File: src/rtl/data_bus_control.sv
// CPU data-bus and interrupt-acknowledge sequencer for an 8259-style interrupt controller.
// Strobes are synchronized, edge-detected, and all bus-facing outputs are registered.
module data_bus_control (
    input  logic       clk,
    input  logic       rst_n,
    input  logic       cs_n,
    input  logic       rd_n,
    input  logic       wr_n,
    input  logic       a0,
    input  logic       inta_n,
    input  logic [7:0] d_in,
    input  logic       mode_8086,
    input  logic [4:0] vector_t,
    input  logic [7:0] addr_hi,
    input  logic [2:0] int_level,
    input  logic       int_pending,
    input  logic       slave_owns_vector,
    input  logic       read_isr,
    input  logic       poll_cmd,
    input  logic [7:0] irr,
    input  logic [7:0] isr,
    input  logic [7:0] imr,
    output logic       buf_oe,
    output logic [7:0] buf_dout,
    output logic       wr_valid,
    output logic [7:0] wr_data,
    output logic       wr_a0,
    output logic       freeze,
    output logic       ack_pulse,
    output logic [2:0] ack_level
);

    typedef enum logic [2:0] {StIdle, StP1, StG1, StP2, StG2, StP3} state_e;

    state_e     state_q, state_d;
    // [0],[1] form the synchronizer; [2] is the previous synchronized value for edge detect
    logic [2:0] rd_sync_q, wr_sync_q, inta_sync_q;
    logic       rd_block_q, rd_block_d;

    logic       inta_fall, inta_rise, rd_low, rd_rise, wr_low, wr_rise;
    logic       cpu_rd, poll_ack, wr_fire, ack_entry;
    logic       oe_d;
    logic [7:0] dout_d;
    logic [2:0] ack_level_d;

    always_comb begin
        inta_fall = inta_sync_q[2] & ~inta_sync_q[1];
        inta_rise = ~inta_sync_q[2] & inta_sync_q[1];
        rd_low    = ~rd_sync_q[1];
        rd_rise   = ~rd_sync_q[2] & rd_sync_q[1];
        wr_low    = ~wr_sync_q[1];
        wr_rise   = ~wr_sync_q[2] & wr_sync_q[1];

        state_d = state_q;
        unique case (state_q)
            StIdle:  if (inta_fall) state_d = StP1;
            StP1:    if (inta_rise) state_d = StG1;
            StG1:    if (inta_fall) state_d = StP2;
            StP2:    if (inta_rise) state_d = mode_8086 ? StIdle : StG2;
            StG2:    if (inta_fall) state_d = StP3;
            StP3:    if (inta_rise) state_d = StIdle;
            default: state_d = StIdle;
        endcase

        // A read overlapping any part of an INTA sequence stays undriven until rd is released
        rd_block_d = rd_low & (rd_block_q | (state_d != StIdle));
        cpu_rd     = ~cs_n & rd_low & ~wr_low & ~rd_block_q & (state_d == StIdle);
        poll_ack   = (state_q == StIdle) & (state_d == StIdle) & ~cs_n & rd_rise
                   & wr_sync_q[1] & ~rd_block_q & poll_cmd & int_pending;
        // rd must have been high on both sides so a simultaneous rd/wr release is not a write
        wr_fire    = (state_q == StIdle) & ~cs_n & wr_rise & rd_sync_q[1] & rd_sync_q[2];
        ack_entry  = (state_q == StIdle) & (state_d == StP1);

        ack_level_d = ack_level;
        if (ack_entry || poll_ack) ack_level_d = int_level;

        oe_d   = 1'b0;
        dout_d = 8'h00;
        unique case (state_d)
            StP1: begin
                if (!mode_8086) begin
                    oe_d   = 1'b1;
                    dout_d = 8'hCD;
                end
            end
            StP2: begin
                oe_d   = ~slave_owns_vector;
                dout_d = mode_8086 ? {vector_t, ack_level_d}
                                   : {vector_t[4:2], ack_level_d, 2'b00};
            end
            StP3: begin
                oe_d   = ~slave_owns_vector;
                dout_d = addr_hi;
            end
            StIdle: begin
                if (cpu_rd) begin
                    oe_d = 1'b1;
                    if (poll_cmd)  dout_d = {int_pending, 4'b0000, int_level};
                    else if (a0)   dout_d = imr;
                    else           dout_d = read_isr ? isr : irr;
                end
            end
            default: begin
                oe_d   = 1'b0;
                dout_d = 8'h00;
            end
        endcase
    end

    always_ff @(posedge clk or negedge rst_n) begin
        if (!rst_n) begin
            state_q     <= StIdle;
            rd_sync_q   <= 3'b111;
            wr_sync_q   <= 3'b111;
            inta_sync_q <= 3'b111;
            rd_block_q  <= 1'b0;
            buf_oe      <= 1'b0;
            buf_dout    <= 8'h00;
            wr_valid    <= 1'b0;
            wr_data     <= 8'h00;
            wr_a0       <= 1'b0;
            freeze      <= 1'b0;
            ack_pulse   <= 1'b0;
            ack_level   <= 3'd0;
        end else begin
            state_q     <= state_d;
            rd_sync_q   <= {rd_sync_q[1:0], rd_n};
            wr_sync_q   <= {wr_sync_q[1:0], wr_n};
            inta_sync_q <= {inta_sync_q[1:0], inta_n};
            rd_block_q  <= rd_block_d;
            buf_oe      <= oe_d;
            buf_dout    <= dout_d;
            wr_valid    <= wr_fire;
            if (wr_fire) begin
                wr_data <= d_in;
                wr_a0   <= a0;
            end
            freeze      <= (state_d != StIdle);
            ack_pulse   <= ack_entry | poll_ack;
            ack_level   <= ack_level_d;
        end
    end

endmodule

File: config.mk
export PLATFORM = sky130hd
export DESIGN_NAME = data_bus_control
export DESIGN_NICKNAME = d
export VERILOG_FILES = /design/src/rtl/data_bus_control.sv
export SDC_FILE = /design/constraint.sdc
export NUM_CORES = 1
export LEC_CHECK = 0
export ABC_CLOCK_PERIOD_IN_PS = 5900
export CAP_MARGIN = 20
export CORE_MARGIN = 10
export CORE_UTILIZATION = 43
export DETAILED_ROUTE_END_ITERATION = 7
export GPL_ROUTABILITY_DRIVEN = 0
export GPL_TIMING_DRIVEN = 0
export PLACE_DENSITY = 0.85
export SYNTH_ARGS = -nofsm -noshare
export SYNTH_HDL_FRONTEND = slang
export SYNTH_SLANG_ARGS = --single-unit
File: constraint.sdc
create_clock -name clk -period 5.9 [get_ports clk]
set_input_delay 1.475 -clock clk [delete_from_list [all_inputs] [get_ports clk]]
set_output_delay 1.475 -clock clk [all_outputs]
set_load 0.01 [all_outputs]
# After elaboration in Yosys (flattened, before gate mapping)
# Index checks and enable logic that the tools add are counted.
# W data, S select, Z words.
# totals
register_bits	37
latch_bits	0
mem_bits_rw	0
rom_bits	0
inputBits	60
out_inout_bits	24
mem_count	0
# op_classes
addsub	0
multipliers	0
n_div	0
order_cmp	0
n_eq_ne	8
shift	0
muxes	19
bitwise	31
n_reduce_logical	5
# op_table
cell	count
$mux W8	5
$pmux W8 S4	1
$mux W3	8
$and A1 B1 Y1	21
$pmux W3 S6	1
$eq A3 B2 Y1 const B	3
$eq A3 B3 Y1 const B	3
$not A1 Y1	8
$eq A3 B1 Y1 const B	2
$logic_not A3 Y1	2
$mux W5	1
$pmux W1 S3	1
$reduce_bool A3 Y1	1
$mux W1	2
$or A1 B1 Y1	2
$reduce_or A2 Y1	1
$logic_or A1 B1 Y1	1

# Longest topological paths before layout
# Gate-level depths: netlist (run 1).
# depth
word_depth	16
depth_mapped	6

# Worst setup path after synthesis (run 1)
# No wires, ideal clock.
# synth_timing
path_type	input to register
from	input port poll_cmd
to	register ack_level[0]
setup_ns	0.125
arrival_ns	2.586
slack_ns	3.190
path_stages	5
cell_sequence	clkbuf_1 and3b_1 nand4_1 o21ai_2 mux2_2
# synth_between
elab_chain_cells	4
# synth_lines
element	line	source
from (decl)	19	input logic poll_cmd,
$and A1 B1 Y1 (2 in a row)	69	& wr_sync_q[1] & ~rd_block_q & poll_cmd & int_pending;
$logic_or A1 B1 Y1	75	if (ack_entry || poll_ack) ack_level_d = int_level;
$mux W3	75	
via ack_level_d[0]	44	logic [2:0] ack_level_d;
to (signal assigned)	140	ack_level <= ack_level_d;
to (decl)	30	output logic [2:0] ack_level
# The timed path passes the listed nets, and every way through them passes these cells.
# A chain may end at the register's enable or synchronous reset.

# Worst setup path in the final report (run 1)
# layout_timing
from	input port mode_8086
to	register buf_dout[6]
# layout_between
elab_chain_cells	7
word_cells_on_any_way	11
# layout_lines
element	line	source
from (decl)	12	input logic mode_8086,
$mux W3 (2 in a row)	59	StP2: if (inta_rise) state_d = mode_8086 ? StIdle : StG2;
$pmux W3 S6	55	unique case (state_q)
$logic_not A3 Y1	67, 79	
$and A1 B1 Y1	67	cpu_rd = ~cs_n & rd_low & ~wr_low & ~rd_block_q & (state_d == StIdle);
$mux W8	96	if (cpu_rd) begin
$pmux W8 S4 *	79	unique case (state_d)
via dout_d[6]	43	logic [7:0] dout_d;
to (signal assigned)	132	buf_dout <= dout_d;
to (decl)	24	output logic [7:0] buf_dout,
# Mark *: on every way through the listed nets, which the timed path passes. The rest lies on a longest branch.

==> results.sh, run 1 <==
export IMPL_status="completed"
export IMPL_syn_area_um2=1740
export IMPL_globalRouteOverflowTotal=0
export IMPL_synth_warning_count=0
export IMPL_synth_top_area_share_pct=40.3
export IMPL_die_w_um=83.6
export IMPL_antenna_cells=0
export IMPL_path_max_fanout=7
export IMPL_antenna_found_initial=0
export IMPL_synth_compound_area_share_pct=13.7
export IMPL_grt_pass1_vias=1598
export IMPL_clockBufferDepth=2
export IMPL_worstSkewPairLatency_ns=0.29
export IMPL_postCtsSetupBuffers=0
export IMPL_crit_required_ns=6.11
export IMPL_end_kind="flop"
export IMPL_synth_area_mux_share_pct=15.3
export IMPL_floorplan_die_area_um2=6990
export IMPL_worst_setup_hold_path_clk_slew_ns=0.07
export IMPL_wl_per_cell_um=16.6
export IMPL_cts_tree="built"
export IMPL_clkSinkCount=37
export IMPL_core_area_um2=3940
export IMPL_power_density_nw_per_um2=331
export IMPL_utilization_pct=68.9
export IMPL_syn_to_final_growth_pct=56.3
export IMPL_finalSetupViolations=0
export IMPL_period_needed_ns=3.03
export IMPL_cts_resized=0
export IMPL_dp_cells=283
export IMPL_worstRegToRegCells=5
export IMPL_wl_um=4850
export IMPL_max_freq_ghz=0.330
export IMPL_place_ws_ns=2.57
export IMPL_port_buffers=80
export IMPL_synth_area_leader_cell="dfrtp_1"
export IMPL_io_pins=84
export IMPL_grt_pass1_wl_um=7890
export IMPL_grt_start_max_net_pins=38
export IMPL_drt_initial_drc_count=102
export IMPL_drv_slew=0
export IMPL_via_count=1492
export IMPL_rsz0062_at_grt="no"
export IMPL_drc_errors=0
export IMPL_p_leak_uw=0.00112
export IMPL_maxCapViolCount=0
export IMPL_start_util_pct=44.1
export IMPL_firstDrtPassIters=4
export IMPL_setup_tns_ns=0
export IMPL_worst_setup_path_start_kind="input pin"
export IMPL_layout_commonest_cell="clkdlybuf4s50_1"
export IMPL_finalCritPeriodShare_pct=51.4
export IMPL_cts_root_buf="clkbuf_8"
export IMPL_grt_usage_pct=13.7
export IMPL_worst_pin_slew_ns=0.786
export IMPL_final_cells=291
export IMPL_post_synth_cell_area_avg_um2=11.4
export IMPL_die_y_um=83.6
export IMPL_cts_hold_buf=0
export IMPL_dpl_hpwl_um=3860
export IMPL_synth_distinct_cells=37
export IMPL_synth_cells=153
export IMPL_fin_ws_ns=2.87
export IMPL_yosys_area_share_xor_xnor_pct=0.504
export IMPL_drive_above_1_share_pct=14.5
export IMPL_skew_ns=0.00250
export IMPL_fp_row_count=23
export IMPL_synth_seq_cells=37
export IMPL_peakVddDrop_uv=202
export IMPL_hp_class="flop to flop"
export IMPL_synth_top_family_by_area="multiplexers"
export IMPL_hold_viol_final=0
export IMPL_synthesis_nets=213
export IMPL_seq_area_frac_synth_pct=53.9
export IMPL_holdPathStages=0
export IMPL_nNetsFinal=300
export IMPL_htree_levels=2
export IMPL_synth_simple_gate_area_share_pct=14.4
export IMPL_arrival_ns=3.24
export IMPL_design_power_total_uw=900
export IMPL_ant_nets=0
export IMPL_worst_slew_margin_rel_pct=47.6
export IMPL_layout_common_cells="79 x clkdlybuf4s50_1, 28 x dfrtp_1, 13 x mux2_2"
export IMPL_numCtsBuffers=5
export IMPL_synthAdderAreaFrac_pct=0
export IMPL_crit_type="input pin to flop"
export IMPL_vias_per_cell=5.13
export IMPL_synthTopCellsByArea="dfrtp_1 40%, dfstp_2 14%, mux2_2 8.4%, mux2i_1 6.9%, o211ai_1 3.0%"
==> layer usage <==
metal,up-vias,wire length [um],GRT usage [%]
met2,49,2440,22.7
met4,0,66,5.02
met3,7,286,4.69
li1,732,-,-
met5,-,0,0
met1,704,2050,15.9
==> where the power goes <==
group	internal (uW)	total (uW)	switching, uW
registers	320	360	40.2
clock network	137	225	87.4
logic	190	316	126
total	647	900	253
==> worst paths after layout <==
path | from | endpoint | slack [ns]
max | mode_8086 | buf_dout[6] | 2.87
min | rd_sync_q[0] | rd_sync_q[1] | 0.36
max reg2reg | state_q[2] | buf_dout[6] | 3.69
min reg2reg | rd_sync_q[0] | rd_sync_q[1] | 0.36
max in group asynchronous | rst_n | buf_dout[3] | 4.14
min in group asynchronous | rst_n | wr_data[7] | 1.26
==> through the flow <==
stage	cell area (um2)	hold WS, ns
after global placement	2600	0.346
after global routing	2720	0.367
final	2720	0.359
after CTS	2720	0.362
after detailed placement	2600	0.351
after floorplan	1740	0.345
==> cell type report <==
class / count / area [um2]
fillers: 292 / 1220
flip-flops and latches: 37 / 937
repair buffers: 80 / 796
multi-input cells: 106 / 764
clock buffers: 6 / 82.6
well taps: 50 / 62.6
clock inverters: 2 / 37.5
plain buffers: 7 / 26.3
inverters: 3 / 11.3
==> cell families after synthesis <==
family | count (synthesis)
xor gates and xnor gates | 1
buffers and inverters | 10
AOI/OAI and AO/OA | 35
muxes | 25
and+or+nand+nor | 45
DFF | 37
==> Yosys cell counts (all sizes together) <==
library cell	n
dfrtp	28
mux2	13
mux2i	12
nand2	12
dfstp	9
o21ai	9
clkbuf	7
nor2	7
o211ai	7
a21oi	6
nor2b	6
nand2b	5
a22oi	4
inv	3
nand3b	3
nand3	2
or3	2
a211o	1
a311o	1
a311oi	1
a31o	1
a31oi	1
a32oi	1
and3	1
and3b	1
and4	1
nand4	1
nor3	1
o211a	1
o22ai	1
o311a	1
or2	1
or3b	1
or4	1
xnor2	1
==> state kept, by name, summed over array words and instances (netlist names) <==
signal	count
rd_sync_q	3
buf_oe	1
inta_sync_q	3
rd_block_q	1
wr_sync_q	3
wr_data	8
wr_a0	1
ack_level	3
ack_pulse	1
state_q	3
freeze	1
buf_dout	8
wr_valid	1
==> critical path, cell delays in order <==
cell and delay, ns:
clkdlybuf4s50_1 0.49, nand2_1 0.08, or3_1 0.36, a311o_1 0.40
or2_4 0.28, o211ai_1 0.17
Power figures use the tool's default switching activity.
==> inputs of run 2 (changes only) <==
- ABC_CLOCK_PERIOD_IN_PS: 5900 -> 3000
- CORE_UTILIZATION: 43 -> 40
- PLACE_DENSITY: 0.85 -> 0.8
- clock period: 5.9 -> 3 ns (I/O delays scaled with it)
==> results.sh, run 2 (synthesis results as in run 1) <==
export IMPL_fin_ws_ns=0.638
export IMPL_finalCritPeriodShare_pct=78.7
export IMPL_crit_type="input pin to flop"
export IMPL_met1_usage_pct=14.6
export IMPL_layout_commonest_cell="clkdlybuf4s50_1"
export IMPL_stdcell_area_um2=2690
export IMPL_crit_required_ns=3.20
export IMPL_htree_levels=2
export IMPL_n_fill_cell=351
export IMPL_vias_per_cell=5.20
export IMPL_start_util_pct=42.3
export IMPL_skew_ns=0.00448
export IMPL_drive_above_1_share_pct=14.1
export IMPL_worst_slew_margin_rel_pct=46.4
export IMPL_status="completed"
export IMPL_peakVddDrop_uv=390
export IMPL_finalSetupViolations=0
export IMPL_place_ws_ns=0.370
export IMPL_layout_common_cells="79 x clkdlybuf4s50_1, 28 x dfrtp_1, 13 x mux2_2"
export IMPL_syn_to_final_growth_pct=54.7
export IMPL_grt_pass1_wl_um=7920
export IMPL_die_w_um=85.9
export IMPL_clkSinkCount=37
export IMPL_slowest_delay_ns=0.50
export IMPL_post_dp_cell_area_um2=2600
export IMPL_hold_viol_final=0
export IMPL_cts_tree="built"
export IMPL_io_pins=84
export IMPL_worstSkewPairLatency_ns=0.29
export IMPL_cts_root_buf="clkbuf_8"
export IMPL_grt_start_max_net_pins=38
export IMPL_hp_class="flop to flop"
export IMPL_worst_pin_slew_ns=0.804
export IMPL_antenna_found_initial=0
export IMPL_period_needed_ns=2.36
export IMPL_worst_setup_hold_path_clk_slew_ns=0.07
export IMPL_arrival_ns=2.56
export IMPL_globalRouteOverflowTotal=0
export IMPL_cts_resized=0
export IMPL_via_count=1512
export IMPL_power_density_nw_per_um2=631
export IMPL_floorplan_die_area_um2=7390
export IMPL_met3_usage_pct=6.43
export IMPL_final_seq_area_um2=937
export IMPL_drt_initial_drc_count=100
export IMPL_setup_tns_ns=0
export IMPL_worst_setup_path_start_kind="input pin"
export IMPL_rsz0062_at_grt="no"
export IMPL_worst_path_buf_inv=1
export IMPL_core_area_um2=4120
export IMPL_final_cells=291
export IMPL_dp_cells=283
export IMPL_wl_um=5010
export IMPL_cts_hold_buf=0
export IMPL_drv_slew=0
export IMPL_end_kind="flop"
export IMPL_multi_input_area_um2=764
export IMPL_clockBufferDepth=2
export IMPL_grt_usage_pct=13.3
export IMPL_maxCapViolCount=0
export IMPL_numCtsBuffers=5
export IMPL_grtUsageMet2_pct=22.7
export IMPL_p_leak_uw=0.00111
export IMPL_drc_errors=0
export IMPL_path_max_fanout=7
export IMPL_slowest_stage="clkdlybuf4s50_1"
export IMPL_reg_top3="buf_dout x8, wr_data x8"
export IMPL_ant_nets=0
export IMPL_path_cells="clkdlybuf4s50_1 -> nand2_1 -> or3_1 -> a311o_1 -> or2_4 -> o211ai_1"
export IMPL_wl_per_cell_um=17.2
export IMPL_grt_busiest_layer="met2"
export IMPL_grt_pass1_vias=1576
export IMPL_nNetsFinal=300
export IMPL_max_freq_ghz=0.423
export IMPL_antenna_cells=0
export IMPL_postCtsSetupBuffers=0
export IMPL_dpl_hpwl_um=3940
export IMPL_fp_row_count=23
export IMPL_die_y_um=85.9
export IMPL_firstDrtPassIters=4
export IMPL_port_buffers=80
export IMPL_crit_family="simple AND/OR/NAND/NOR gates"
## run 2: cell types whose count changed in the layout (fill, tap and decap cells not counted)
cell,change
clkbuf_1,+1
bufinv_16,-1
## run 2: path summary, 6_finish.rpt
| kind | start | to | slack, ns | cells after the start |
|---|---|---|---|---|
| worst max-delay path | mode_8086 | buf_dout[4] | 0.64 | 6 |
| worst min-delay path | rd_sync_q[0] | rd_sync_q[1] | 0.36 | 0 |
| worst max register to register | state_q[2] | buf_dout[4] | 0.74 | 5 |
| worst min register to register | rd_sync_q[0] | rd_sync_q[1] | 0.36 | 0 |
| max in group asynchronous | rst_n | buf_dout[0] | 1.94 | 1 |
| min in group asynchronous | rst_n | buf_dout[6] | 0.55 | 1 |
## run 2: area by class of cell
class,instances,area share (%)
timing repair buffer,80,29.6
multi-input combinational,106,28.4
sequential,37,34.8
clock inverter,1,0.279
tap,50,2.32
buffer,7,0.976
clock buffer,7,3.21
inverter,3,0.418
## run 2: stage by stage
step           hold WS [ns]  util, %  power [uW]
5_1_grt               0.360     65.4        1810
3_5_place_dp          0.347     63.1        1350
2_1_floorplan         0.345        -         981
4_1_cts               0.358     65.4        1720
3_3_place_gp          0.346     63.2        1330
6_report              0.357     65.4        1700
## run 2: worst reg2reg max path, stage by stage (launching register included)
cell,delay (ns)
dfrtp_1,0.46
nor3_2,0.35
or3b_1,0.44
a311o_1,0.45
or2_4,0.28
o211ai_1,0.19
## run 2: metal layers
| layer | wire length (um) | up-vias |
|---|---|---|
| met5 | 0 | - |
| met4 | 27 | 0 |
| met3 | 418 | 5 |
| met2 | 2510 | 49 |
| met1 | 2060 | 728 |
| li1 | - | 730 |
## run 2: report_power, final
group          internal, uW  switching, uW
registers               629           80.7
clock network           187            175
logic                   374            253
